## src/rtl/alu_rr_arbiter.sv

```systemverilog
// rtl/alu_rr_arbiter.sv - round-robin arbiter sharing one ALU/CAS execution controller
// One command in flight; an optional lock keeps the grant across atomic sequences.
module alu_rr_arbiter #(
    parameter int NUM_REQ      = 4,
    parameter int CMD_W        = 12,
    parameter int LOCK_TIMEOUT = 16
) (
    input  logic                         clk,
    input  logic                         rst,
    input  logic [NUM_REQ-1:0]           req_valid,
    input  logic [NUM_REQ-1:0]           req_lock,
    input  logic [NUM_REQ*CMD_W-1:0]     req_cmd,
    output logic [NUM_REQ-1:0]           req_ready,
    output logic [NUM_REQ-1:0]           rsp_valid,
    output logic [31:0]                  rsp_result,
    output logic [3:0]                   rsp_flags,
    output logic                         cmd_valid,
    input  logic                         cmd_ready,
    output logic [CMD_W-1:0]             cmd_data,
    input  logic                         exe_valid,
    input  logic [31:0]                  exe_result,
    input  logic [3:0]                   exe_flags,
    output logic [$clog2(NUM_REQ)-1:0]   grant_id,
    output logic                         busy,
    output logic                         lock_expired
);
    localparam int ID_W  = $clog2(NUM_REQ);
    localparam int TMR_W = $clog2(LOCK_TIMEOUT + 1);

    typedef enum logic [2:0] {S_IDLE, S_ISSUE, S_WAIT, S_RESP, S_LOCKED} state_t;

    state_t            state_q, state_d;
    logic [ID_W-1:0]   rr_ptr_q;
    logic [ID_W-1:0]   grant_q;
    logic              lock_hold_q;
    logic [TMR_W-1:0]  timer_q;
    logic [CMD_W-1:0]  cmd_data_q;
    logic [31:0]       rsp_result_q;
    logic [3:0]        rsp_flags_q;

    logic              win_found;
    logic [ID_W-1:0]   win_id;
    logic [ID_W-1:0]   acc_id;
    logic              accept;
    logic              expire;

    function automatic logic [ID_W-1:0] next_id(input logic [ID_W-1:0] id);
        return ID_W'((int'(id) + 1) % NUM_REQ);
    endfunction

    // Descending scan so the requester closest to rr_ptr is the last (winning) assignment.
    always_comb begin
        win_found = 1'b0;
        win_id    = '0;
        for (int k = NUM_REQ - 1; k >= 0; k--) begin
            if (req_valid[(int'(rr_ptr_q) + k) % NUM_REQ]) begin
                win_found = 1'b1;
                win_id    = ID_W'((int'(rr_ptr_q) + k) % NUM_REQ);
            end
        end
    end

    always_comb begin
        acc_id = win_id;
        accept = 1'b0;
        expire = 1'b0;
        if (state_q == S_LOCKED) begin
            acc_id = grant_q;
            accept = req_valid[grant_q];
            expire = !req_valid[grant_q] && (timer_q == TMR_W'(LOCK_TIMEOUT - 1));
        end else if (state_q == S_IDLE) begin
            accept = win_found;
        end
        if (rst) begin
            accept = 1'b0;
            expire = 1'b0;
        end
    end

    always_ff @(posedge clk) begin
        if (rst) begin
            state_q <= S_IDLE;
        end else begin
            state_q <= state_d;
        end
    end

    always_comb begin
        state_d = state_q;
        case (state_q)
            S_IDLE:   if (accept) state_d = S_ISSUE;
            S_ISSUE:  if (cmd_ready) state_d = S_WAIT;
            S_WAIT:   if (exe_valid) state_d = S_RESP;
            S_RESP:   state_d = lock_hold_q ? S_LOCKED : S_IDLE;
            S_LOCKED: begin
                if (accept) begin
                    state_d = S_ISSUE;
                end else if (expire) begin
                    state_d = S_IDLE;
                end
            end
            default:  state_d = S_IDLE;
        endcase
    end

    always_comb begin
        req_ready    = '0;
        rsp_valid    = '0;
        cmd_valid    = 1'b0;
        busy         = 1'b0;
        lock_expired = 1'b0;
        if (!rst) begin
            if (accept) begin
                req_ready[acc_id] = 1'b1;
            end
            rsp_valid[grant_q] = (state_q == S_RESP);
            cmd_valid          = (state_q == S_ISSUE);
            busy               = (state_q != S_IDLE);
            lock_expired       = expire;
        end
    end

    always_ff @(posedge clk) begin
        if (rst) begin
            rr_ptr_q     <= '0;
            grant_q      <= '0;
            lock_hold_q  <= 1'b0;
            timer_q      <= '0;
            cmd_data_q   <= '0;
            rsp_result_q <= '0;
            rsp_flags_q  <= '0;
        end else begin
            if (accept) begin
                cmd_data_q  <= req_cmd[int'(acc_id)*CMD_W +: CMD_W];
                lock_hold_q <= req_lock[acc_id];
                grant_q     <= acc_id;
            end
            if (state_q == S_WAIT && exe_valid) begin
                rsp_result_q <= exe_result;
                rsp_flags_q  <= exe_flags;
            end
            if (state_q == S_RESP) begin
                timer_q <= '0;
                if (!lock_hold_q) begin
                    rr_ptr_q <= next_id(grant_q);
                end
            end else if (state_q == S_LOCKED && !accept) begin
                if (expire) begin
                    rr_ptr_q <= next_id(grant_q);
                end else begin
                    timer_q <= timer_q + 1'b1;
                end
            end
        end
    end

    assign cmd_data   = cmd_data_q;
    assign rsp_result = rsp_result_q;
    assign rsp_flags  = rsp_flags_q;
    assign grant_id   = grant_q;

endmodule

```

## config.mk

```make
export PLATFORM = sky130hd
export DESIGN_NAME = alu_rr_arbiter
export DESIGN_NICKNAME = d
export VERILOG_FILES = /design/src/rtl/alu_rr_arbiter.sv
export SDC_FILE = /design/constraint.sdc
export NUM_CORES = 1
export LEC_CHECK = 0
export BUFFER_PORTS_ARGS = -buffer_cell sky130_fd_sc_hd__buf_2
export CAP_MARGIN = 20
export CORE_MARGIN = 1
export CORE_UTILIZATION = 41
export DETAILED_ROUTE_END_ITERATION = 8
export PLACE_DENSITY = 0.73
export SLEW_MARGIN = 5
export SYNTH_ARGS = -nofsm -noshare
export SYNTH_HDL_FRONTEND = slang
export SYNTH_SLANG_ARGS = --single-unit
```

## constraint.sdc

```tcl
create_clock -name clk -period 2 [get_ports clk]
set_clock_uncertainty 0.2 [all_clocks]
set_input_delay 0.1 -clock clk [delete_from_list [all_inputs] [get_ports clk]]
set_output_delay 0.1 -clock clk [all_outputs]
set_load 0.005 [all_outputs]
```

==> summary.md, run 1 <==
| Metric | Value |
|---|---|
| Register area share after synthesis | 0.4021 |
| Rows | 31 |
| Number of diodes | 0 |
| Post-synth cell types | 48 |
| Syn nets | 481 |
| Routability cong. | roughly 0.8 |
| Pin count of the biggest net entering global routing | between 40 and 50 |
| Fin crit share | 1.164 |
| Hold WS | 0.05445 ns |
| Failing checks | setup timing |
| Top_reg_cell synth | dfxtp_1 |
| CTS Buffer Depth | 2 |
| Antenna Nets Post-Route | 0 |
| Cells on worst reg2reg path | 9 |
| Synth Warn # | 0 |
| Die width | 88.06 µm |
| Hold Path Cell Cnt | 5 |
| H-Tree Depth | 3 |
| Unrepaired setup endpoints after global routing | true |
| Crit start category | flop |
| Slew at the pin closest to its max-slew limit | 0.5921 ns |
| Port Buf Inserts | approximately 160 |
| Pwr Density | about 630 nW/µm² |
| Setup ws final | -0.3274 ns |
| Vias in the first global route | between 4000 and 5000 |
| Area share of fa/ha/maj cells after synthesis | 0.02472 |
| Initial DRC Count | 505 |
| CP arrival | around 2.4 ns |
| Post-synthesis xor/xnor area fraction | 0.005768 |
| Gr usage total | 0.3370 |
| Dpl cell area | 4054 µm² |
| Cts bufs inserted | 9 |
| Reg area | 1229 µm² |
| Crit path max fanout | 4 |
| Syn_area_per_cell | between 8 and 9 µm² |
| Lkg Pwr | about 2.5 nW |
| Synth Register Bits | 61 |
| Finished Cell Area | 5609 µm² |
| Pwr Total | ~3.5 mW |
| Main combinational cell family by area after synthesis | compound AO/OA/AOI/OAI gates |
| CTS root buf | clkbuf_8 |
| Fmax | approximately 430 MHz |
| Leading area contributor after synthesis | dfxtp_1 |
| Post-Layout Cell Count | around 760 |
| Routed len/inst | around 18 µm |
| Drt drc | 0 |
| # clock sinks | 61 |
| Via/cell ratio | approximately 5.8 |
| Post-synthesis simple-gate area fraction | 0.2349 |
| Starting Density | 0.4209 |
| Outcome | finished, violations left |
| Remaining global-route overflow | 0 |
| WL final | 13.67 mm |
| Total number of vias | about 4400 |
| Most common cell in the netlist | nand2_1 |
| Vert. Die Dim | a little under 90 µm |
| Initial antenna violation count | 0 |
| Final core utilization | 0.7775 |
| Post-synth EDFFs | 0 |
| CTS tree | built |
| Slew Limit Fails | 0 |
| Final #Nets | 761 |
| DPL Wire Length | about 6.5 mm |
| Synth Instances | between 300 and 400 |
| Synth Area in Compound Gates | 0.2550 |
| Final-layout fill cell count | about 430 |
| Max_slew headroom | 0.6022 |
| Share of the synthesized area in the top cell type | 0.4021 |
| CTS clk-pin slew, worst paths | 0.08 ns |
| Endpoints failing setup | 26 |
| Inst Count DP | 631 |
| Minimum clock period | between 2 and 2.5 ns |
| Post-synth top cells | nand2_1, dfxtp_1, a21oi_1 |
| Hold Path Class | in2reg |
| Max-cap viol count | 0 |
| Synth top area cells | dfxtp_1, nand2_1, a21oi_1 |
| Multiplexer share of the synthesized area | 0.02390 |
| Critical Path RT | roughly 2.0 ns |
| I/O pins | about 160 |
| Setup TNS | -4.548 ns |
| Synthesized area | between 3000 and 4000 µm² |
| Setup crit end kind | flop |
| VDD IR max | roughly 480 µV |
| FF-to-FF setup slack | -0.33 ns |
| First-pass GRT wire length | approximately 20 mm |
| First-pass DRT Iterations | 7 |
| Final Hold Vio Count | 0 |
| Worst skew pair latency | ~0.34 ns |
| Multi-input combinational cell area | around 1800 µm² |
| Place WS | -0.1157 ns |
| Die area | just under 8000 µm² |
| Crit Path Category | reg2reg |
| Core Box Area | between 7000 and 8000 µm² |
| Synth-to-Final Area Change | 84.71% |
| Layout cell share with drive strength beyond 1 | 0.3780 |
| Share of synthesized registers carrying an async set or reset | 0 |
[worst paths after layout]
check,from,endpoint
worst min register to register,cmd_data[7],cmd_data[7]
worst max-delay path,grant_id[0],lock_hold_q
worst max register to register,grant_id[0],lock_hold_q
worst min-delay path,exe_valid,state_q[0]
[metal layers]
layer	global-route usage	wire (µm)
met1	0.3824	4896
met2	0.5257	6455
met3	0.1404	1536
met4	0.2111	783
met5	0	0
[repair_timing]
item / 4_1_cts / 5_1_grt
hold buffers: 90 / 0
setup buffers: 11 / 14
cloned: 2 / 0
resized for setup: 19 / 27
endpoints found under the hold margin: 52 / 0
setup endpoints to repair: 19 / 28
pin swaps: 13 / 13
[worst max-delay path, cell delays in order (launching register included)]
cell and delay (ns):
dfxtp_2 0.33, mux4_2 0.35, nand2b_4 0.13, o2111ai_4 0.16
buf_12 0.19, buf_16 0.13, buf_6 0.11, a221o_1 0.27
a31oi_1 0.19, a32oi_1 0.14
[cells by family after synthesis]
family	Yosys count
AND/OR/NAND/NOR	157
adder cells (fa/ha/maj)	6
XOR/XNOR	2
buffers and inverters	35
flip-flops	61
AO/OA/AOI/OAI	112
multiplexers	6
[sequential cells by signal, indices dropped and copies added (netlist names)]
name,count
rr_ptr_q,2
cmd_data,12
lock_hold_q,1
rsp_flags,4
grant_id,2
timer_q,5
state_q,3
rsp_result,32
[power breakdown]
part / switching [mW] / total [mW] / internal, mW
sequential: 0.0482 / 1.33 / 1.28
combinational: 0.398 / 0.892 / 0.495
clock: 0.551 / 1.30 / 0.746
total: 0.997 / 3.52 / 2.53
[placed cells by master, fill, tap and decap left out, drive strengths merged, types with 6 or more instances in the layout]
cell type    instances
ha                   6
nand2               93
nor2                20
clkbuf              10
buf                208
a21oi               46
a221o               13
dfxtp               61
a22oi               13
a31oi               13
nor3                 7
inv                  7
dlygate4sd3         90
a32oi               13
nand3               14
[cell type report]
cell class                 instances  share of cell area
timing repair buffer             298              0.3966
tap                               99             0.02208
clock buffer                      10             0.02454
multi-input combinational        283              0.3170
clock inverter                     6             0.01673
sequential                        61              0.2191
inverter                           6            0.004015
(Power assumes the default switching activity.)
==> inputs of run 2 (changes only) <==
--- a/config.mk
+++ b/config.mk
@@ -10,7 +10,7 @@
 export CORE_MARGIN = 1
 export CORE_UTILIZATION = 41
 export DETAILED_ROUTE_END_ITERATION = 8
-export PLACE_DENSITY = 0.73
+export PLACE_DENSITY = 0.86
 export SLEW_MARGIN = 5
 export SYNTH_ARGS = -nofsm -noshare
 export SYNTH_HDL_FRONTEND = slang
==> run 2 against run 1 <==
Compared with the run above:
- the flow still finishes with violations (setup timing)
- register-to-register slack gained 0.15 ns
- die area is the same
- clock power shrank 14%
- sequential power is essentially flat
- largest power group unchanged
- clock-buffer cell count shrank 1
- first-iteration DRC count shrank 14%
- worst hold slack lost 0.012 ns
- non-clock buffer count shrank 10
- maximum frequency grew 4.6%
- largest cell class unchanged
- combinational power shrank 5.3%
- highest routed layer unchanged
==> summary.md, run 2 (synthesis results as in run 1) <==
| Metric | Value |
|---|---|
| Critical Path RT | 1.70 ns (-0.32 ns) |
| Rows | 31 (unchanged) |
| Final Hold Vio Count | 0 (unchanged) |
| Worst hold start | exe_valid |
| Delay of the slowest critical-path stage | 0.51 ns (+0.16 ns) |
| DPL Wire Length | 6.578 mm (+1.3%) |
| Max-cap viol count | 0 (unchanged) |
| Power share of the combinational group | 0.256 (+0.003) |
| Crit path from | grant_id[0] |
| Die area | 7755 µm² (unchanged) |
| Dpl cell area | 4069 µm² (+0.37%) |
| # clock sinks | 61 (unchanged) |
| Minimum clock period | 2.225 ns (-0.1023 ns) |
| Outcome | finished, violations left |
| CP arrival | 1.93 ns (-0.42 ns) |
| Number of flip-flops in the largest register | 32 (unchanged) |
| Slew at the pin closest to its max-slew limit | 0.4591 ns (-0.1330 ns) |
| VDD IR max | 410.1 µV (-14%) |
| Internal cell power | 2.325 mW (-8.0%) |
| Layout cell share with drive strength beyond 1 | 0.3777 (about the same) |
| Crit Path Category | reg2out |
| Port Buf Inserts | 156 (unchanged) |
| Slowest library cell on the worst path | mux4_2 |
| H-Tree Depth | 3 (unchanged) |
| Switching power | 0.9735 mW (-2.3%) |
| Die width | 88.06 µm (unchanged) |
| Hold Path Cell Cnt | 5 (unchanged) |
| Worst skew pair latency | 0.34 ns (about the same) |
| Reg2Reg Launch Point | grant_id[0] |
| Hold Path Class | in2reg |
| Starting Density | 0.4209 (unchanged) |
| Cts bufs inserted | 9 (unchanged) |
| Pwr Density | 604.3 nW/µm² (-3.8%) |
| Seq pwr share | 0.403 (+0.025) |
| First-pass GRT wire length | 20.40 mm (+3.1%) |
| Finished Cell Area | 5458 µm² (-2.7%) |
| Buf/Inv on CP | 5 (+2) |
| Commonest non-fill, non-tap cell in the layout | buf_2 |
| Unrepaired setup endpoints after global routing | true |
| Hold WS | 0.04250 ns (-0.01195 ns) |
| Setup crit end kind | primary output |
| Final-layout fill cell count | 440 (+1.6%) |
| Lkg Pwr | 2.427 nW (-3.5%) |
| Slew Limit Fails | 0 (unchanged) |
| WL final | 13.69 mm (+0.13%) |
| Total number of vias | 4345 (-1.1%) |
| Pin count of the biggest net entering global routing | 45 (unchanged) |
| Endpoints failing setup | 21 (-19%) |
| Crit path max fanout | 2 (-2) |
| Vias in the first global route | 4385 (+6.3%) |
| Antenna Nets Post-Route | 0 (unchanged) |
| Drt drc | 0 (unchanged) |
| Setup ws final | -0.2251 ns (+0.1023 ns) |
| Routability cong. | 0.9427 (+18%) |
| FF-to-FF setup slack | -0.18 ns (+0.15 ns) |
| Clock power frac | 0.340 (-0.028) |
| Cell family with the largest share of critical-path delay | multiplexers |
| Vert. Die Dim | 88.06 µm (unchanged) |
| Initial DRC Count | 434 (-14%) |
| Cells on worst reg2reg path | 8 (-1) |
| First-pass DRT Iterations | 8 (+1) |
| Final #Nets | 751 (-1.3%) |
| CTS Buffer Depth | 2 (unchanged) |
| Initial antenna violation count | 1 (+1) |
| Fmax | 449.4 MHz (+4.6%) |
| Routed len/inst | 18.16 µm (+1.3%) |
| Most common cell on crit path | buf_4 |
| Pwr Total | 3.298 mW (-6.4%) |
| Core Box Area | 7214 µm² (unchanged) |
| Net Sw Frac | 0.2952 (+0.01222) |
| CTS root buf | clkbuf_8 |
| CTS tree | built |
| CTS clk-pin slew, worst paths | 0.07 ns (about the same) |
| Via/cell ratio | 5.763 (+0.11%) |
| Hold EP | state_q[0] |
| Setup TNS | -2.727 ns (+1.821 ns) |
| FF-to-FF End | cmd_data[10] |
| Leading cell types in the layout, fill and taps excluded | buf_2, nand2_1, dlygate4sd3_1 |
| Fin crit share | 1.113 (-0.05114) |
| Remaining global-route overflow | 0 (unchanged) |
| Crit-path cells | mux4_2, buf_4, buf_6, inv_2, and4_4, buf_4, buf_2 |
| Crit start category | flop |
| Max_slew headroom | 0.6939 (+0.09170) |
| Failing checks | setup timing |
| I/O pins | 157 (unchanged) |
| Gr usage total | 0.3455 (+0.008461) |
| Synth-to-Final Area Change | 79.73% |
==> run 2: changes by cell type in the layout (fill, tap and decap cells not counted), sizes merged <==
cell	previous run	this run
clkinvlp	1	3
clkbuf	10	9
clkinv	2	3
bufinv	2	1
buf	208	198
inv	7	6
diode	0	1
==> run 2: through the flow <==
stage	std cells	util	setup WS [ns]
global route	754	0.7565	-0.4308
floorplan	379	-	0.02208
finish	754	0.7565	-0.2251
global placement	633	0.5640	0.01868
detailed placement	633	0.5640	-0.05016
CTS	751	0.7388	-0.2265
==> run 2: power by group through the flow <==
stage	Clock (mW)	Sequential, mW	Combinational (mW)
after floorplan	0	1.36	0.281
after global placement	0	1.35	0.538
after detailed placement	0	1.35	0.556
after CTS	1.14	1.33	0.757
after global routing	1.18	1.33	0.912
final	1.12	1.33	0.845
==> run 2: final cells by class <==
| class | instances | area, µm² | area share |
|---|---|---|---|
| well taps | 99 | 123.9 | 0.02270 |
| inverters | 6 | 22.52 | 0.004127 |
| multi-input cells | 283 | 1777 | 0.3255 |
| repair buffers | 288 | 2106 | 0.3858 |
| clock inverters | 7 | 75.07 | 0.01376 |
| diodes | 1 | 2.502 | 0.0004585 |
| clock buffers | 9 | 123.9 | 0.02270 |
| flip-flops and latches | 61 | 1227 | 0.2249 |
==> run 2: worst min-delay path, cell delays in order <==
cell	delay, ns
buf_2	0.10
nor2_1	0.04
a21oi_1	0.15
a21oi_1	0.08
nor2_1	0.08
==> run 2: how the worst max path moves through the flow <==
stage,endpoint,cells after the start
final,lock_expired,7
after global routing,cmd_data[10],8
after CTS,req_ready[1],6
after detailed placement,cmd_data[1],7
after global placement,cmd_data[0],6
after floorplan,timer_q[3],5
==> run 2: what timing repair did <==
action                                  4_1_cts  5_1_grt
endpoints found under the setup margin       21       27
pin swaps                                    15        7
setup buffers                                11        2
gates cloned                                  1        0
hold endpoints to repair                     52        0
hold buffers                                 90        0
gates resized for setup                      11       29
==> run 2: per-layer routing <==
layer | routed length [µm] | track usage | vias to the layer above | part of all wire
met2 | 6690 | 0.5588 | 356 | 0.49
met3 | 1321 | 0.1348 | 97 | 0.097
li1 | - | - | 1905 | -
met4 | 846 | 0.2449 | 0 | 0.062
met5 | 0 | 0 | - | 0
met1 | 4831 | 0.3702 | 1987 | 0.35
